[src/rtl/zmips_ex_stage_if.sv]
// Bus interfaces around the zMIPS execute stage: ID->EX instruction transfer
// and the EX/MEM pipeline register handshake toward MEM.

interface zmips_id_ex_if;
    logic        id_valid;
    logic        id_ready;
    logic [31:0] id_rs_val;
    logic [31:0] id_rt_val;
    logic [31:0] id_imm;
    logic        id_use_imm;
    logic [3:0]  id_alu_op;
    logic [4:0]  id_rs;
    logic [4:0]  id_rt;
    logic [4:0]  id_rd;
    logic        id_wr_en;

    modport master (
        output id_valid, id_rs_val, id_rt_val, id_imm, id_use_imm,
               id_alu_op, id_rs, id_rt, id_rd, id_wr_en,
        input  id_ready
    );

    modport slave (
        input  id_valid, id_rs_val, id_rt_val, id_imm, id_use_imm,
               id_alu_op, id_rs, id_rt, id_rd, id_wr_en,
        output id_ready
    );
endinterface

interface zmips_ex_mem_if;
    logic        ex_valid;
    logic        ex_ready;
    logic [31:0] ex_result;
    logic [4:0]  ex_rd;
    logic        ex_wr_en;
    logic        ex_zero;
    logic        ex_cout;
    logic        ex_illegal;

    modport master (
        output ex_valid, ex_result, ex_rd, ex_wr_en, ex_zero, ex_cout, ex_illegal,
        input  ex_ready
    );

    modport slave (
        input  ex_valid, ex_result, ex_rd, ex_wr_en, ex_zero, ex_cout, ex_illegal,
        output ex_ready
    );
endinterface

[src/rtl/zmips_ex_stage.sv]
// zMIPS execute stage: operand forwarding into an external combinational ALU,
// result captured in a single-entry EX/MEM register with valid/ready handshake.

module zmips_ex_stage (
    input  logic                  clk,
    input  logic                  rst_n,
    zmips_id_ex_if.slave          id_bus,
    zmips_ex_mem_if.master        ex_bus,
    input  logic                  flush,
    input  logic                  wb_fwd_en,
    input  logic [4:0]            wb_fwd_rd,
    input  logic [31:0]           wb_fwd_data,
    output logic [31:0]           alu_a,
    output logic [31:0]           alu_b,
    output logic [3:0]            alu_op,
    input  logic [31:0]           alu_y,
    input  logic                  alu_zero,
    input  logic                  alu_cout
);

    typedef struct packed {
        logic [31:0] result;
        logic [4:0]  rd;
        logic        wr_en;
        logic        zero;
        logic        cout;
        logic        illegal;
    } ex_reg_t;

    ex_reg_t ex_q;
    logic    ex_valid_q;
    logic    accept;
    logic    illegal;

    // EX/MEM has priority over WB because it is the younger producer; r0 is hardwired.
    function automatic logic [31:0] forward(
        input logic [4:0]  idx,
        input logic [31:0] rf_val,
        input logic        ex_hit_ok,
        input ex_reg_t     ex,
        input logic        wb_en,
        input logic [4:0]  wb_rd,
        input logic [31:0] wb_data
    );
        if (idx == 5'd0)
            return rf_val;
        else if (ex_hit_ok && ex.wr_en && ex.rd == idx)
            return ex.result;
        else if (wb_en && wb_rd == idx)
            return wb_data;
        else
            return rf_val;
    endfunction

    // NOTE: every always_comb output gets a default first so no path can infer a latch.
    always_comb begin
        illegal = 1'b1;
        case (id_bus.id_alu_op)
            4'h0, 4'h1, 4'h4, 4'h8, 4'hC: illegal = 1'b0;
            default:                      illegal = 1'b1;
        endcase
    end

    always_comb begin
        alu_a = forward(id_bus.id_rs, id_bus.id_rs_val, ex_valid_q, ex_q,
                        wb_fwd_en, wb_fwd_rd, wb_fwd_data);
        if (id_bus.id_use_imm)
            alu_b = id_bus.id_imm;
        else
            alu_b = forward(id_bus.id_rt, id_bus.id_rt_val, ex_valid_q, ex_q,
                            wb_fwd_en, wb_fwd_rd, wb_fwd_data);
    end

    assign alu_op           = id_bus.id_alu_op;
    assign id_bus.id_ready  = ~ex_valid_q | ex_bus.ex_ready;
    assign accept           = id_bus.id_valid & id_bus.id_ready & ~flush;

    // NOTE: sequential state uses non-blocking assignments so all flops update together.
    // NOTE: data fields are plain flops, not a memory, so resetting them is cheap and keeps outputs clean.
    always_ff @(posedge clk or negedge rst_n) begin
        if (!rst_n) begin
            ex_valid_q <= 1'b0;
            ex_q       <= '0;
        end else if (flush) begin
            ex_valid_q <= 1'b0;
            ex_q.wr_en <= 1'b0;
        end else if (accept) begin
            ex_valid_q <= 1'b1;
            ex_q       <= '{result:  alu_y,
                            rd:      id_bus.id_rd,
                            wr_en:   id_bus.id_wr_en & ~illegal,
                            zero:    alu_zero,
                            cout:    alu_cout,
                            illegal: illegal};
        end else if (ex_bus.ex_ready) begin
            ex_valid_q <= 1'b0;
        end
    end

    assign ex_bus.ex_valid   = ex_valid_q;
    assign ex_bus.ex_result  = ex_q.result;
    assign ex_bus.ex_rd      = ex_q.rd;
    assign ex_bus.ex_wr_en   = ex_q.wr_en;
    assign ex_bus.ex_zero    = ex_q.zero;
    assign ex_bus.ex_cout    = ex_q.cout;
    assign ex_bus.ex_illegal = ex_q.illegal;

endmodule

[src/flat_wrapper.sv]
// flat-port wrapper written by rule: the top's interface ports become plain ports
module zmips_ex_stage_flat 
  (clk, rst_n, flush, wb_fwd_en, wb_fwd_rd, wb_fwd_data, alu_a, alu_b, alu_op, alu_y, alu_zero, alu_cout, id_bus_id_valid, id_bus_id_rs_val, id_bus_id_rt_val, id_bus_id_imm, id_bus_id_use_imm, id_bus_id_alu_op, id_bus_id_rs, id_bus_id_rt, id_bus_id_rd, id_bus_id_wr_en, id_bus_id_ready, ex_bus_ex_valid, ex_bus_ex_result, ex_bus_ex_rd, ex_bus_ex_wr_en, ex_bus_ex_zero, ex_bus_ex_cout, ex_bus_ex_illegal, ex_bus_ex_ready);
  zmips_id_ex_if id_bus_i ();
  zmips_ex_mem_if ex_bus_i ();
  input  logic clk;
  input  logic rst_n;
  input  logic flush;
  input  logic wb_fwd_en;
  input  logic [4:0] wb_fwd_rd;
  input  logic [31:0] wb_fwd_data;
  output logic [31:0] alu_a;
  output logic [31:0] alu_b;
  output logic [3:0] alu_op;
  input  logic [31:0] alu_y;
  input  logic alu_zero;
  input  logic alu_cout;
  input wire logic [$bits(id_bus_i.id_valid)-1:0] id_bus_id_valid;
  input wire logic [$bits(id_bus_i.id_rs_val)-1:0] id_bus_id_rs_val;
  input wire logic [$bits(id_bus_i.id_rt_val)-1:0] id_bus_id_rt_val;
  input wire logic [$bits(id_bus_i.id_imm)-1:0] id_bus_id_imm;
  input wire logic [$bits(id_bus_i.id_use_imm)-1:0] id_bus_id_use_imm;
  input wire logic [$bits(id_bus_i.id_alu_op)-1:0] id_bus_id_alu_op;
  input wire logic [$bits(id_bus_i.id_rs)-1:0] id_bus_id_rs;
  input wire logic [$bits(id_bus_i.id_rt)-1:0] id_bus_id_rt;
  input wire logic [$bits(id_bus_i.id_rd)-1:0] id_bus_id_rd;
  input wire logic [$bits(id_bus_i.id_wr_en)-1:0] id_bus_id_wr_en;
  output wire logic [$bits(id_bus_i.id_ready)-1:0] id_bus_id_ready;
  output wire logic [$bits(ex_bus_i.ex_valid)-1:0] ex_bus_ex_valid;
  output wire logic [$bits(ex_bus_i.ex_result)-1:0] ex_bus_ex_result;
  output wire logic [$bits(ex_bus_i.ex_rd)-1:0] ex_bus_ex_rd;
  output wire logic [$bits(ex_bus_i.ex_wr_en)-1:0] ex_bus_ex_wr_en;
  output wire logic [$bits(ex_bus_i.ex_zero)-1:0] ex_bus_ex_zero;
  output wire logic [$bits(ex_bus_i.ex_cout)-1:0] ex_bus_ex_cout;
  output wire logic [$bits(ex_bus_i.ex_illegal)-1:0] ex_bus_ex_illegal;
  input wire logic [$bits(ex_bus_i.ex_ready)-1:0] ex_bus_ex_ready;
  assign id_bus_i.id_valid = id_bus_id_valid;
  assign id_bus_i.id_rs_val = id_bus_id_rs_val;
  assign id_bus_i.id_rt_val = id_bus_id_rt_val;
  assign id_bus_i.id_imm = id_bus_id_imm;
  assign id_bus_i.id_use_imm = id_bus_id_use_imm;
  assign id_bus_i.id_alu_op = id_bus_id_alu_op;
  assign id_bus_i.id_rs = id_bus_id_rs;
  assign id_bus_i.id_rt = id_bus_id_rt;
  assign id_bus_i.id_rd = id_bus_id_rd;
  assign id_bus_i.id_wr_en = id_bus_id_wr_en;
  assign id_bus_id_ready = id_bus_i.id_ready;
  assign ex_bus_ex_valid = ex_bus_i.ex_valid;
  assign ex_bus_ex_result = ex_bus_i.ex_result;
  assign ex_bus_ex_rd = ex_bus_i.ex_rd;
  assign ex_bus_ex_wr_en = ex_bus_i.ex_wr_en;
  assign ex_bus_ex_zero = ex_bus_i.ex_zero;
  assign ex_bus_ex_cout = ex_bus_i.ex_cout;
  assign ex_bus_ex_illegal = ex_bus_i.ex_illegal;
  assign ex_bus_i.ex_ready = ex_bus_ex_ready;
  zmips_ex_stage u_core (.clk(clk), .rst_n(rst_n), .id_bus(id_bus_i), .ex_bus(ex_bus_i), .flush(flush), .wb_fwd_en(wb_fwd_en), .wb_fwd_rd(wb_fwd_rd), .wb_fwd_data(wb_fwd_data), .alu_a(alu_a), .alu_b(alu_b), .alu_op(alu_op), .alu_y(alu_y), .alu_zero(alu_zero), .alu_cout(alu_cout));
endmodule
[config.mk]
export PLATFORM = sky130hd
export DESIGN_NAME = zmips_ex_stage_flat
export DESIGN_NICKNAME = d
export VERILOG_FILES = /design/src/rtl/zmips_ex_stage_if.sv /design/src/rtl/zmips_ex_stage.sv /design/src/flat_wrapper.sv
export SDC_FILE = /design/constraint.sdc
export NUM_CORES = 1
export LEC_CHECK = 0
export BUFFER_PORTS_ARGS = -buffer_cell sky130_fd_sc_hd__buf_2
export CORE_AREA = 2 2 117 119
export DETAILED_ROUTE_END_ITERATION = 10
export DIE_AREA = 0 0 119 121
export GPL_ROUTABILITY_DRIVEN = 1
export HOLD_SLACK_MARGIN = 0.05
export PLACE_DENSITY = 0.62
export SKIP_CTS_REPAIR_TIMING = 1
export SYNTH_ARGS = -nofsm -noshare
export SYNTH_HDL_FRONTEND = slang
export SYNTH_SLANG_ARGS = --single-unit
[constraint.sdc]
create_clock -name clk -period 2.49 [get_ports clk]
set_input_delay 0.3735 -clock clk [delete_from_list [all_inputs] [get_ports clk]]
set_output_delay 0.3735 -clock clk [all_outputs]
set_load 0.005 [all_outputs]
==> results.cfg <==
[yosys]
ys_seq_area_frac = 0.287
synth_cell_type_count = 37
netlist_instances = 398
syn-cell-area_sq_um = 3660
syn-mean-instance-area_sq_um = 9.20
synth-warning-count = 0
ys_seq_elements = 42
syn_nets = 592

[place]
io_buffers = 304
dpl-instance-area_sq_um = 5390
pre_cts_ws_ns = 0.0520
dp_hpwl_mm = 11.8
routabilityCongestion = 0.849

[clocking]
cts.sinks = 42
cts_tree = built
cts_max_path_buffers = 2
cts_made_buffers = 5
clk_pin_slew_ns = 0.06
clk_latency_ns = 0.29
cts_root_buf = clkbuf_16
htree_levels = 2

[die]
design.die.area_sq_um = 14400
coreArea_sq_um = 13100
die_x_um = 119
die_height_um = 121
io_pins = 305
start_util = 0.280
rows = 42

[global_routing]
busiest_layer = met2
grt_pass1_vias = 4279
met1_usage = 0.245
gr-total-overflow = 0
grt_max_degree = 33
grtUsageMet3 = 0.0475
grtUsageMet2 = 0.356
track_usage = 0.203
grt_pass1_wl_mm = 22.7
grt_antenna_before_repair = 1

[hold_path]
worstHoldPathType = in2async

[finish]
layout.nets = 892
final_common_cell = buf_2
synthToLayoutAreaGrowth_pct = 63.3
drive_above_1_share = 0.604
antenna_cells = 0
final_area_sq_um = 5980
mostFrequentLayoutCells = 304 x buf_2, 61 x o22ai_1, 41 x dfrtp_1

[timing]
fmax_mhz = 388
rsz0062_at_grt = true
final_hold_viol_count = 0
drv_slew = 0
period_needed_ns = 2.57
worstMarginPinSlew_ns = 0.619
relSlewSlack = 0.588
fin_crit_sh = 1.03
fin_skew_ns = 0.00735
layout_setup_ws_ns = -0.0841
setup_viol = 52

[detailed_routing]
initialDrtViolationCount = 246
wl_per_cell_um = 18.4
antenna_left = 0
via_per_inst = 5.18
wl_mm = 16.1
dr.pass1.iters = 7
vias = 4536
route.detailed.drc = 0

[outcome]
violations = negative setup slack
outcome = complete, but fails checks

[setup_path]
critical_path.cell_chain = xor2_1, nor4_1, nand4_1, nor3b_4, buf_12, a221oi_2, buf_2
endpoint_kind = primary output
crit_family = simple AND/OR/NAND/NOR gates
worstPathMaxFanout = 16
worst-path-buf-inv = 2
critPathMaxStageDelay_ns = 0.42
crit_path_start_kind = flip-flop
worstSetupPathType = reg2out
critPathSlowestCell = dfrtp_2
crit_required_ns = 2.12
worstPathArrival_ns = 2.20

[pwr]
leakagePower_uw = 0.00281
ir_worst_vdd_mv = 0.234
power.density_nw_per_um2 = 409

[flow_run]
max-cap-violations = 0
[cell type report]
class	count	area [sq um]
clock buffers	7	143
clock inverters	1	5.00
fillers	1312	7100
inverters	34	128
multi-input cells	282	2510
flip-flops and latches	42	1050
well taps	176	220
repair buffers	333	1920
[Yosys cell counts, drive strengths merged]
library cell | number | share of area
o21a | 1 | 0.0021
o2bb2a | 1 | 0.0027
nand4 | 3 | 0.0051
nor2 | 5 | 0.0065
nand2 | 37 | 0.038
mux2 | 7 | 0.022
dfrtp | 42 | 0.29
a21boi | 1 | 0.0051
o21ai | 32 | 0.044
buf | 26 | 0.061
nand2b | 1 | 0.0017
or4 | 1 | 0.0021
o22ai | 64 | 0.11
nor3 | 2 | 0.0041
nor3b | 1 | 0.0021
nand3 | 1 | 0.0014
o211ai | 1 | 0.0021
and3 | 1 | 0.0017
mux2i | 32 | 0.087
xnor2 | 8 | 0.019
clkbuf | 14 | 0.014
or2 | 1 | 0.0017
a21oi | 3 | 0.0041
a221oi | 32 | 0.13
xor2 | 12 | 0.029
and2 | 1 | 0.0017
nor4 | 3 | 0.0051
inv | 34 | 0.035
a2bb2oi | 31 | 0.078
[final timing paths]
| check | cells after the start | end | slack [ns] | from |
|---|---|---|---|---|
| min | 1 | u_core.ex_bus.ex_result[8] | 0.06 | rst_n |
| max reg2reg | 6 | u_core.ex_bus.ex_result[26] | 0.82 | u_core.ex_bus.ex_valid |
| min reg2reg | 1 | u_core.ex_bus.ex_zero | 0.50 | u_core.ex_bus.ex_zero |
| max | 7 | alu_b[11] | -0.08 | u_core.ex_bus.ex_rd[0] |
| min in group clk | 3 | u_core.ex_bus.ex_result[16] | 0.28 | alu_y[16] |
| max in group asynchronous | 2 | u_core.ex_bus.ex_rd[0] | 1.72 | rst_n |
[cells by family after synthesis]
| family | count (synthesis) | synth area share |
|---|---|---|
| buffers and inverters | 74 | 0.111 |
| muxes | 39 | 0.109 |
| and+or+nand+nor | 57 | 0.0711 |
| AOI/OAI and AO/OA | 166 | 0.374 |
| DFF | 42 | 0.287 |
| xor gates and xnor gates | 20 | 0.0478 |
[registers in the layout, indices dropped and copies added (netlist names)]
signal and cells:
u_core.ex_bus.ex_wr_en 1, u_core.ex_bus.ex_cout 1, u_core.ex_bus.ex_valid 1, u_core.ex_bus.ex_result 32
u_core.ex_bus.ex_illegal 1, u_core.ex_bus.ex_zero 1, u_core.ex_bus.ex_rd 5
[worst register-to-register path, stage by stage (launching register included)]
cell      delay, ns
dfrtp_1        0.42
nand2b_1       0.15
nand2_1        0.12
nor2_4         0.32
buf_4          0.36
nand2_1        0.13
o21ai_0        0.08
[metrics by stage]
step / total power (uW) / instances / util / TNS, ns / hold WS [ns]
2_1_floorplan: 1250 / 398 / - / 0 / 0.0779
3_3_place_gp: 1720 / 858 / 0.412 / 0 / 0.401
3_5_place_dp: 1720 / 858 / 0.412 / 0 / 0.399
4_1_cts: 2410 / 866 / 0.424 / -5.14 / 0.0804
5_1_grt: 2600 / 875 / 0.457 / -7.86 / 0.105
6_report: 2450 / 875 / 0.457 / -2.04 / 0.0622
[power breakdown]
part           switching [uW]  internal, uW
Combinational             434           468
Clock                     267           398
Sequential               93.1           786
Total                     794          1650
[per-layer routing]
layer | wire length [um] | up-vias | part of all wire
met3 | 1250 | 19 | 0.078
met1 | 6540 | 2148 | 0.41
met5 | 0 | - | 0
li1 | - | 2128 | -
met4 | 238 | 0 | 0.015
met2 | 8070 | 241 | 0.50
Power figures use the tool's default switching activity.
